==> src/rtl/conv_pkg.sv <==
// conv_pkg: shared types and constants for the IP_MOD_CONV compute engine.
// Optional macro CONV_SAT_EN (see conv_mac) selects saturating result words.
package conv_pkg;

  typedef enum logic [2:0] {
    IDLE,
    SETUP,
    FETCH,
    DRAIN,
    WRITE,
    FIN
  } conv_state_e;

  localparam logic SHAPE_FULL = 1'b1;
  localparam logic SHAPE_SAME = 1'b0;

  // Field offsets of the wrapper's conf register
  localparam int SIZE_Y_LSB = 0;
  localparam int SIZE_X_LSB = 5;
  localparam int SHAPE_BIT  = 10;

  // Accumulator width: full product plus enough guard bits for 2^aw terms
  function automatic int acc_width(input int dw, input int aw);
    return 2 * dw + aw + 1;
  endfunction

endpackage

==> src/rtl/conv_mac.sv <==
// conv_mac: registered signed product followed by a wide accumulator.
// CONV_SAT_EN defined: result clamps to the signed DATA_WIDTH range;
// undefined: result is the low DATA_WIDTH bits of the accumulator.
module conv_mac
  import conv_pkg::*;
#(
  parameter int DATA_WIDTH = 32,
  parameter int IN_AW      = 5
) (
  input  logic                         clk,
  input  logic                         rst,
  input  logic                         clr_i,
  input  logic                         vld_i,
  input  logic signed [DATA_WIDTH-1:0] a_i,
  input  logic signed [DATA_WIDTH-1:0] b_i,
  output logic        [DATA_WIDTH-1:0] res_o
);

  localparam int ACC_W = acc_width(DATA_WIDTH, IN_AW);
  localparam int PW    = 2 * DATA_WIDTH;

  logic signed [PW-1:0]    prod_q;
  logic                    prod_vld_q;
  logic signed [ACC_W-1:0] acc_q;

  // Product stage then accumulate; clear also drops any in-flight product
  always_ff @(posedge clk) begin
    if (rst || clr_i) begin
      prod_q     <= '0;
      prod_vld_q <= 1'b0;
      acc_q      <= '0;
    end else begin
      prod_vld_q <= vld_i;
      if (vld_i)      prod_q <= a_i * b_i;
      if (prod_vld_q) acc_q  <= acc_q + ACC_W'(prod_q);
    end
  end

`ifdef CONV_SAT_EN
  localparam logic [DATA_WIDTH-1:0] SMAX = {1'b0, {(DATA_WIDTH-1){1'b1}}};
  localparam logic [DATA_WIDTH-1:0] SMIN = {1'b1, {(DATA_WIDTH-1){1'b0}}};
  logic ovf;

  // Out of range when the bits above the result sign differ from the acc sign
  always_comb begin
    ovf = acc_q[ACC_W-1:DATA_WIDTH-1] != {(ACC_W-DATA_WIDTH+1){acc_q[ACC_W-1]}};
    res_o = acc_q[DATA_WIDTH-1:0];
    if (ovf) res_o = acc_q[ACC_W-1] ? SMIN : SMAX;
  end
`else
  logic acc_hi_unused;
  assign acc_hi_unused = ^acc_q[ACC_W-1:DATA_WIDTH];
  assign res_o = acc_q[DATA_WIDTH-1:0];
`endif

endmodule

==> src/rtl/conv_core.sv <==
// conv_core: discrete convolution z[n] = sum x[k]*y[n-k] over synchronous
// X/Y RAMs, results written to Z RAM, then a one-cycle done pulse.
// Optional macro CONV_SAT_EN makes z_wdata saturate instead of wrap.
module conv_core
  import conv_pkg::*;
#(
  parameter int DATA_WIDTH = 32,
  parameter int IN_AW      = 5,
  parameter int OUT_AW     = 6
) (
  input  logic                  clk,
  input  logic                  rst,
  input  logic                  start,
  input  logic [IN_AW-1:0]      size_x,
  input  logic [IN_AW-1:0]      size_y,
  input  logic                  shape,
  output logic [IN_AW-1:0]      x_addr,
  input  logic [DATA_WIDTH-1:0] x_rdata,
  output logic [IN_AW-1:0]      y_addr,
  input  logic [DATA_WIDTH-1:0] y_rdata,
  output logic [OUT_AW-1:0]     z_addr,
  output logic [DATA_WIDTH-1:0] z_wdata,
  output logic                  z_we,
  output logic                  busy,
  output logic                  done,
  output logic [OUT_AW-1:0]     z_len
);

  conv_state_e           state_q;
  logic [IN_AW-1:0]      nx_q, ny_q, k_q, kmax_q;
  logic                  shape_q;
  logic [OUT_AW-1:0]     lz_q, zi_q, n_q, z_addr_q, z_len_q;
  logic [1:0]            dcnt_q;
  logic                  rd_vld_q, z_we_q, busy_q, done_q;
  logic [DATA_WIDTH-1:0] z_wdata_q, mac_res;
  logic [OUT_AW-1:0]     lz_c, off_c, n_nx;

  // First contributing k for output n: max(0, n-Ny+1)
  function automatic logic [IN_AW-1:0] f_kmin(input logic [OUT_AW-1:0] n,
                                               input logic [IN_AW-1:0]  ny);
    logic [OUT_AW:0] n1;
    n1 = {1'b0, n} + (OUT_AW+1)'(1);
    if (n1 > (OUT_AW+1)'(ny)) return IN_AW'(n1 - (OUT_AW+1)'(ny));
    return '0;
  endfunction

  // Last contributing k for output n: min(n, Nx-1)
  function automatic logic [IN_AW-1:0] f_kmax(input logic [OUT_AW-1:0] n,
                                               input logic [IN_AW-1:0]  nx);
    if (n < OUT_AW'(nx)) return IN_AW'(n);
    return nx - IN_AW'(1);
  endfunction

  // Output length and starting index from the latched configuration
  always_comb begin
    lz_c  = OUT_AW'(nx_q);
    off_c = OUT_AW'(ny_q >> 1);
    if (shape_q == SHAPE_FULL) begin
      lz_c  = OUT_AW'(nx_q) + OUT_AW'(ny_q) - OUT_AW'(1);
      off_c = '0;
    end
    n_nx = n_q + OUT_AW'(1);
  end

  // Control FSM: index counters, pipeline valid and all registered outputs
  always_ff @(posedge clk) begin
    if (rst) begin
      state_q   <= IDLE;
      nx_q      <= '0;
      ny_q      <= '0;
      shape_q   <= 1'b0;
      lz_q      <= '0;
      zi_q      <= '0;
      n_q       <= '0;
      k_q       <= '0;
      kmax_q    <= '0;
      dcnt_q    <= '0;
      rd_vld_q  <= 1'b0;
      z_we_q    <= 1'b0;
      z_addr_q  <= '0;
      z_wdata_q <= '0;
      z_len_q   <= '0;
      busy_q    <= 1'b0;
      done_q    <= 1'b0;
    end else begin
      z_we_q   <= 1'b0;
      done_q   <= 1'b0;
      rd_vld_q <= (state_q == FETCH);
      case (state_q)
        IDLE: if (start) begin
          nx_q    <= size_x;
          ny_q    <= size_y;
          shape_q <= shape;
          busy_q  <= 1'b1;
          state_q <= SETUP;
        end
        SETUP: begin
          zi_q <= '0;
          if (nx_q == '0 || ny_q == '0) begin
            lz_q    <= '0;
            z_len_q <= '0;
            done_q  <= 1'b1;
            state_q <= FIN;
          end else begin
            lz_q    <= lz_c;
            n_q     <= off_c;
            k_q     <= f_kmin(off_c, ny_q);
            kmax_q  <= f_kmax(off_c, nx_q);
            state_q <= FETCH;
          end
        end
        FETCH: begin
          if (k_q == kmax_q) begin
            dcnt_q  <= '0;
            state_q <= DRAIN;
          end else begin
            k_q <= k_q + IN_AW'(1);
          end
        end
        // Wait for the last term to pass the product and accumulate stages
        DRAIN: begin
          if (dcnt_q == 2'd2) begin
            z_we_q    <= 1'b1;
            z_addr_q  <= zi_q;
            z_wdata_q <= mac_res;
            state_q   <= WRITE;
          end else begin
            dcnt_q <= dcnt_q + 2'd1;
          end
        end
        WRITE: begin
          if (zi_q == lz_q - OUT_AW'(1)) begin
            done_q  <= 1'b1;
            z_len_q <= lz_q;
            state_q <= FIN;
          end else begin
            zi_q    <= zi_q + OUT_AW'(1);
            n_q     <= n_nx;
            k_q     <= f_kmin(n_nx, ny_q);
            kmax_q  <= f_kmax(n_nx, nx_q);
            state_q <= FETCH;
          end
        end
        FIN: begin
          busy_q  <= 1'b0;
          state_q <= IDLE;
        end
        default: state_q <= IDLE;
      endcase
    end
  end

  assign x_addr  = k_q;
  assign y_addr  = IN_AW'(n_q - OUT_AW'(k_q));
  assign z_addr  = z_addr_q;
  assign z_wdata = z_wdata_q;
  assign z_we    = z_we_q;
  assign busy    = busy_q;
  assign done    = done_q;
  assign z_len   = z_len_q;

  conv_mac #(
    .DATA_WIDTH(DATA_WIDTH),
    .IN_AW     (IN_AW)
  ) u_mac (
    .clk  (clk),
    .rst  (rst),
    .clr_i(state_q == SETUP || state_q == WRITE),
    .vld_i(rd_vld_q),
    .a_i  ($signed(x_rdata)),
    .b_i  ($signed(y_rdata)),
    .res_o(mac_res)
  );

endmodule

==> config.mk <==
export PLATFORM = sky130hd
export DESIGN_NAME = conv_core
export DESIGN_NICKNAME = d
export VERILOG_FILES = /design/src/rtl/conv_pkg.sv /design/src/rtl/conv_mac.sv /design/src/rtl/conv_core.sv
export SDC_FILE = /design/constraint.sdc
export NUM_CORES = 2
export LEC_CHECK = 0
export CORE_ASPECT_RATIO = 1.4
export CORE_UTILIZATION = 35
export CTS_CLUSTER_SIZE = 10
export DETAILED_ROUTE_END_ITERATION = 12
export HOLD_SLACK_MARGIN = 0.06
export PLACE_DENSITY = 0.57
export SETUP_SLACK_MARGIN = 0.02
export SLEW_MARGIN = 0
export SYNTH_ARGS = -nofsm -noshare
export SYNTH_HDL_FRONTEND = slang
export SYNTH_SLANG_ARGS = --single-unit
==> constraint.sdc <==
create_clock -name clk -period 13 [get_ports clk]
set_clock_uncertainty 0.15 [all_clocks]
set_input_delay 1.3 -clock clk [delete_from_list [all_inputs] [get_ports clk]]
set_output_delay 1.3 -clock clk [all_outputs]
set_load 0.01 [all_outputs]
-- Yosys cells after proc, flatten, opt, wreduce, memory -nomap -nowiden
Index checks and enable logic that the tools add are counted.
- multipliers: 1
- bitwise logic cells: 1
- $add $sub $neg: 14
- mux-type cells: 57
- order comparisons: 4
- eq/ne operators: 17
- reductions and logical operators: 20
- operator list (operator ; number):
    $add 70x64->70 ; 1
    $mux 5 ; 13
    $mul 32x32->64 ; 1
    $mux 6 ; 7
    $pmux 6 s2 ; 3
    $mux 1 ; 20
    $ne 2x2->1 const B ; 8
    $mux 3 ; 5
    $pmux 3 s5 ; 1
    $pmux 5 s3 ; 1
    $sub 5x5->5 ; 3
    $add 6x1->6 const B ; 2
    $reduce_and 3->1 ; 4
    $sub 6x1->6 const B ; 2
    $logic_not 5->1 ; 2
    $pmux 5 s2 ; 1
    $reduce_and 2->1 ; 4
    $add 6x1->7 const B ; 1
    $gt 7x5->1 ; 1
    $add 5x5->6 ; 1
    $eq 3x2->1 const B ; 2
    $eq 3x3->1 const B ; 2
    $eq 6x6->1 ; 1
    $lt 6x5->1 ; 1
    other kinds (21) ; 27
- word-level logic and storage cells: 134
- register bits after elaboration: 227

-- Logic depth before layout (Yosys ltp)
- word-level depth: 10
- depth in mapped cells: 28
- depth with buffers taken out: 26

-- Cells and area by module
From an unflattened synthesis, not the netlist that was laid out.
- cell total of the unflattened synthesis: 2991
- area total of the unflattened synthesis: 25771.0 sq um
- modules (own cells, without submodules) (module ; area each (sq um) ; instances ; cells each ; sequential area each (sq um)):
    conv_mac ; 20334.5 ; 1 ; 2293 ; 1301.2
    conv_core ; 5436.5 ; 1 ; 698 ; 1841.8

-- Least setup slack after synthesis
Ideal clock, no wire load.
- path kind: input-to-reg
- from: input x_rdata[13]
- to: register u_mac.prod_q[30]
- path buffers: 2
- library setup time: 0.117 ns
- arrival: 8.040 ns
- stages on the path: 24
- slack: 4.693 ns
- path through: clkbuf_1 > clkbuf_1 > and2_1 > fa_1 > fa_1 > fa_1 > inv_1 > fa_1 > inv_1 > fa_1 > fa_1 > fa_1 > inv_1 > fa_1 > inv_1 > ha_1 > a21o_1 > a21o_1 > a21o_1 > a221o_1 > a211oi_2 > o21ai_1 > xor2_1 > a22o_1
- word-level cells in the longest chain between the ends: 1
- RTL lines (what ; RTL line ; source):
    start, declared ; conv_core.sv:18 ; input logic [DATA_WIDTH-1:0] x_rdata,
    $mul 32x32->64 ; conv_mac.sv:34 ; if (vld_i) prod_q <= a_i * b_i;
    end signal, assigned ; conv_mac.sv:34 ;
    end, declared ; conv_mac.sv:22 ; logic signed [PW-1:0] prod_q;
No other way between the ends.
A chain may end at the register's enable or synchronous reset.

-- Worst setup path in the final report
- from: input x_rdata[9]
- to: register u_mac.prod_q[31]
The elaborated chain is that of the path after synthesis.

==> summary.md <==
| Metric | Value |
|---|---|
| Met3 usage | under 10% |
| DRT Wirelength | between 70 and 80 mm |
| FF+latch count, synth | around 160 |
| Period utilization | between 60% and 70% |
| Worst setup EP type | flip-flop |
| Port-buffer cells | around 130 |
| Clk_lat worst skew | between 0.4 and 0.5 ns |
| Post-synth EDFFs | 0 |
| Setup TNS | 0 ns |
| Hold WC Path Type | flip-flop to flip-flop |
| WS Path Type | input pin to flip-flop |
| Core ar. | roughly 72,000 sq um |
| Worst path arrival time | 9.27 ns |
| Top cells by area, synth | fa_1 (33%), dfxtp_1 (12%), ha_1 (11%), inv_1 (8.2%), and2_1 (8.2%) |
| Antenna cells | 0 |
| Seq/Total Area, Yosys | about 12% |
| Chip height | about 320 microns |
| Syn Area/Cell | approximately 8.6 sq um |
| P&R area growth vs syn | 10.92% |
| CTS Buf Count | 17 |
| Hold Buf Count CTS | 0 |
| Fmax achieved | between 100 and 150 MHz |
| H-tree depth | 4 |
| Cell with the most instances after synthesis | inv_1 |
| # rows | ~120 |
| Crit path max fanout | 23 |
| Post-synth top cells | inv_1 (557), fa_1 (412), nand2_1 (351), and2_1 (332), ha_1 (219) |
| Detail Route Antenna Nets | 0 |
| Drt drc | 0 |
| Max Cap Viol | 0 |
| Critical Path Start Type | input pin |
| Wire length per cell | ~19 microns |
| Root Buffer | clkbuf_16 |
| HPWL after detailed placement | between 50 and 60 mm |
| Initial antenna violation count | 0 |
| Starting Density | 35.46% |
| Vias in the first global route | between 20,000 and 25,000 |
| Drt first pass iters | 5 |
| Vias per cell | a little under 5 |
| Layout cell share with drive strength beyond 1 | under 10% |
| Gr usage total | 20.49% |
| Fraction of registers with async set/reset | 0% |
| DRT iter0 DRCs | about 890 |
| Mapped cell area | between 20,000 and 30,000 sq um |
| # resized after CTS | 0 |
| Gpl congestion | 0.8547 |
| Top_reg_cell synth | dfxtp_1 |
| Syn Nets | between 3,000 and 4,000 |
| Max clock buf depth | 2 |
| Clk sink count | about 160 |
| GRT Max-Usage Layer | met2 |
| First-pass GRT wire length | between 100 and 150 mm |
| Die Wd | around 230 microns |
| WHS | 0.3023 ns |
| Synth warn | 0 |
| CTS tree | done |
| Die footprint | 73,580 sq um |
| RSZ-0062 raised after global routing | false |
| Worst-path clk slew | ~0.070 ns |
| Nets | about 3,700 |
| Actual slew at the worst max-slew pin | between 1 and 1.5 ns |
| M2 GR Usage | roughly 41% |
| Synth top area share | around 33% |
| Relative slew margins | 16.94% |
| Pins Over Slew Limit | 0 |
| Netlist cell types | 74 |
| Hold Fails Final Rpt | 0 |
| Largest net degree at the start of global routing | 59 |
| Post-CTS Setup Bufs | 0 |
| Final setup fails | 0 |
| Yosys top cell by area | fa_1 |
| GR Layer Usage met1 | a little over a fifth |
| Post-Synthesis Cells | 2,946 |
| Routed vias | slightly below 20,000 |
| Crit path time final | between 9 and 10 ns |
| I/O pin count | 135 |
| Required @ worst endpoint | between 10 and 15 ns |
| Grt ovf | 0 |
| Outcome | complete, no violations |
cells by family (layout without fill, tap and decap cells):
kind of cell | after synthesis | count (layout) | share of synthesized area [%]
and+or+nand+nor | 938 | 938 | 18.51
AOI/OAI and AO/OA | 324 | 324 | 8.157
buffers and inverters | 691 | 751 | 10.27
DFF | 157 | 157 | 12.39
xor gates and xnor gates | 155 | 155 | 5.380
muxes | 50 | 50 | 1.983
adders and majority gates | 631 | 631 | 43.31
metal layers:
metal  wire, microns  vias to the layer above
met5               0                        -
met4            3401                        0
met3            2174                      140
met2           41270                      469
met1           26660                     9781
li1                -                     9141
worst paths after layout:
check,startpoint,end,slack [ns],depth (start not counted)
worst max-delay path,x_rdata[9],u_mac.prod_q[31],3.93,24
worst min-delay path,z_wdata[18],z_wdata[18],0.30,2
worst max register to register,n_q[0],x_addr[1],9.55,13
worst min register to register,z_wdata[18],z_wdata[18],0.30,2
cell type report:
type,instances,area (sq um)
fillers,7412,43410
multi-input cells,2098,19630
flip-flops and latches,157,3146
inverters,557,2091
repair buffers,162,1531
well taps,944,1181
clock buffers,20,456.7
clock inverters,12,110.1
placed cells by master (no fill, tap or decap), types with 50 or more instances in the layout:
cell / count
clkdlybuf4s50_1: 130
nor2_1: 118
xnor2_1: 113
and2_1: 332
ha_1: 219
fa_1: 412
dfxtp_1: 155
inv_1: 557
a21oi_1: 125
o21ai_0: 50
nand2_1: 351
stage by stage:
stage          cell area, sq um  setup slack, ns  utilization [%]  cells
6_report                  28140            3.933            39.33   3950
5_1_grt                   28140            3.608            39.33   3950
4_1_cts                   28140            4.025            39.33   3950
3_5_place_dp              27570            3.554            38.54   3918
3_3_place_gp              27570            3.637            38.54   3918
2_1_floorplan             25370            4.693                -   2946
sequential cells by signal, summed over array words and instances (netlist names):
signal	cells
x_addr	5
z_len	6
z_we	1
u_mac.prod_vld_q	1
u_mac.acc_q	32
u_mac.prod_q	32
nx_q	5
dcnt_q	2
rd_vld_q	1
done	1
kmax_q	5
n_q	6
busy	1
ny_q	5
shape_q	1
z_addr	6
lz_q	6
zi_q	6
state_q	3
z_wdata	32
critical path, stage by stage:
cell	delay [ns]
clkdlybuf4s50_1	1.04
and2_1	0.43
fa_1	0.51
inv_1	0.05
fa_1	0.48
fa_1	0.54
inv_1	0.05
fa_1	0.50
inv_1	0.05
fa_1	0.49
fa_1	0.52
fa_1	0.51
fa_1	0.56
inv_1	0.05
ha_1	0.34
and3_1	0.17
and3_1	0.20
and4_1	0.22
o21ai_0	0.10
a21oi_2	0.09
o41ai_2	0.45
o21ai_1	0.19
xnor2_1	0.15
a211oi_1	0.25
Power is left out: the tool's default activity adds up to more than one toggle a clock period on the data nets, which glitch-free logic cannot reach.
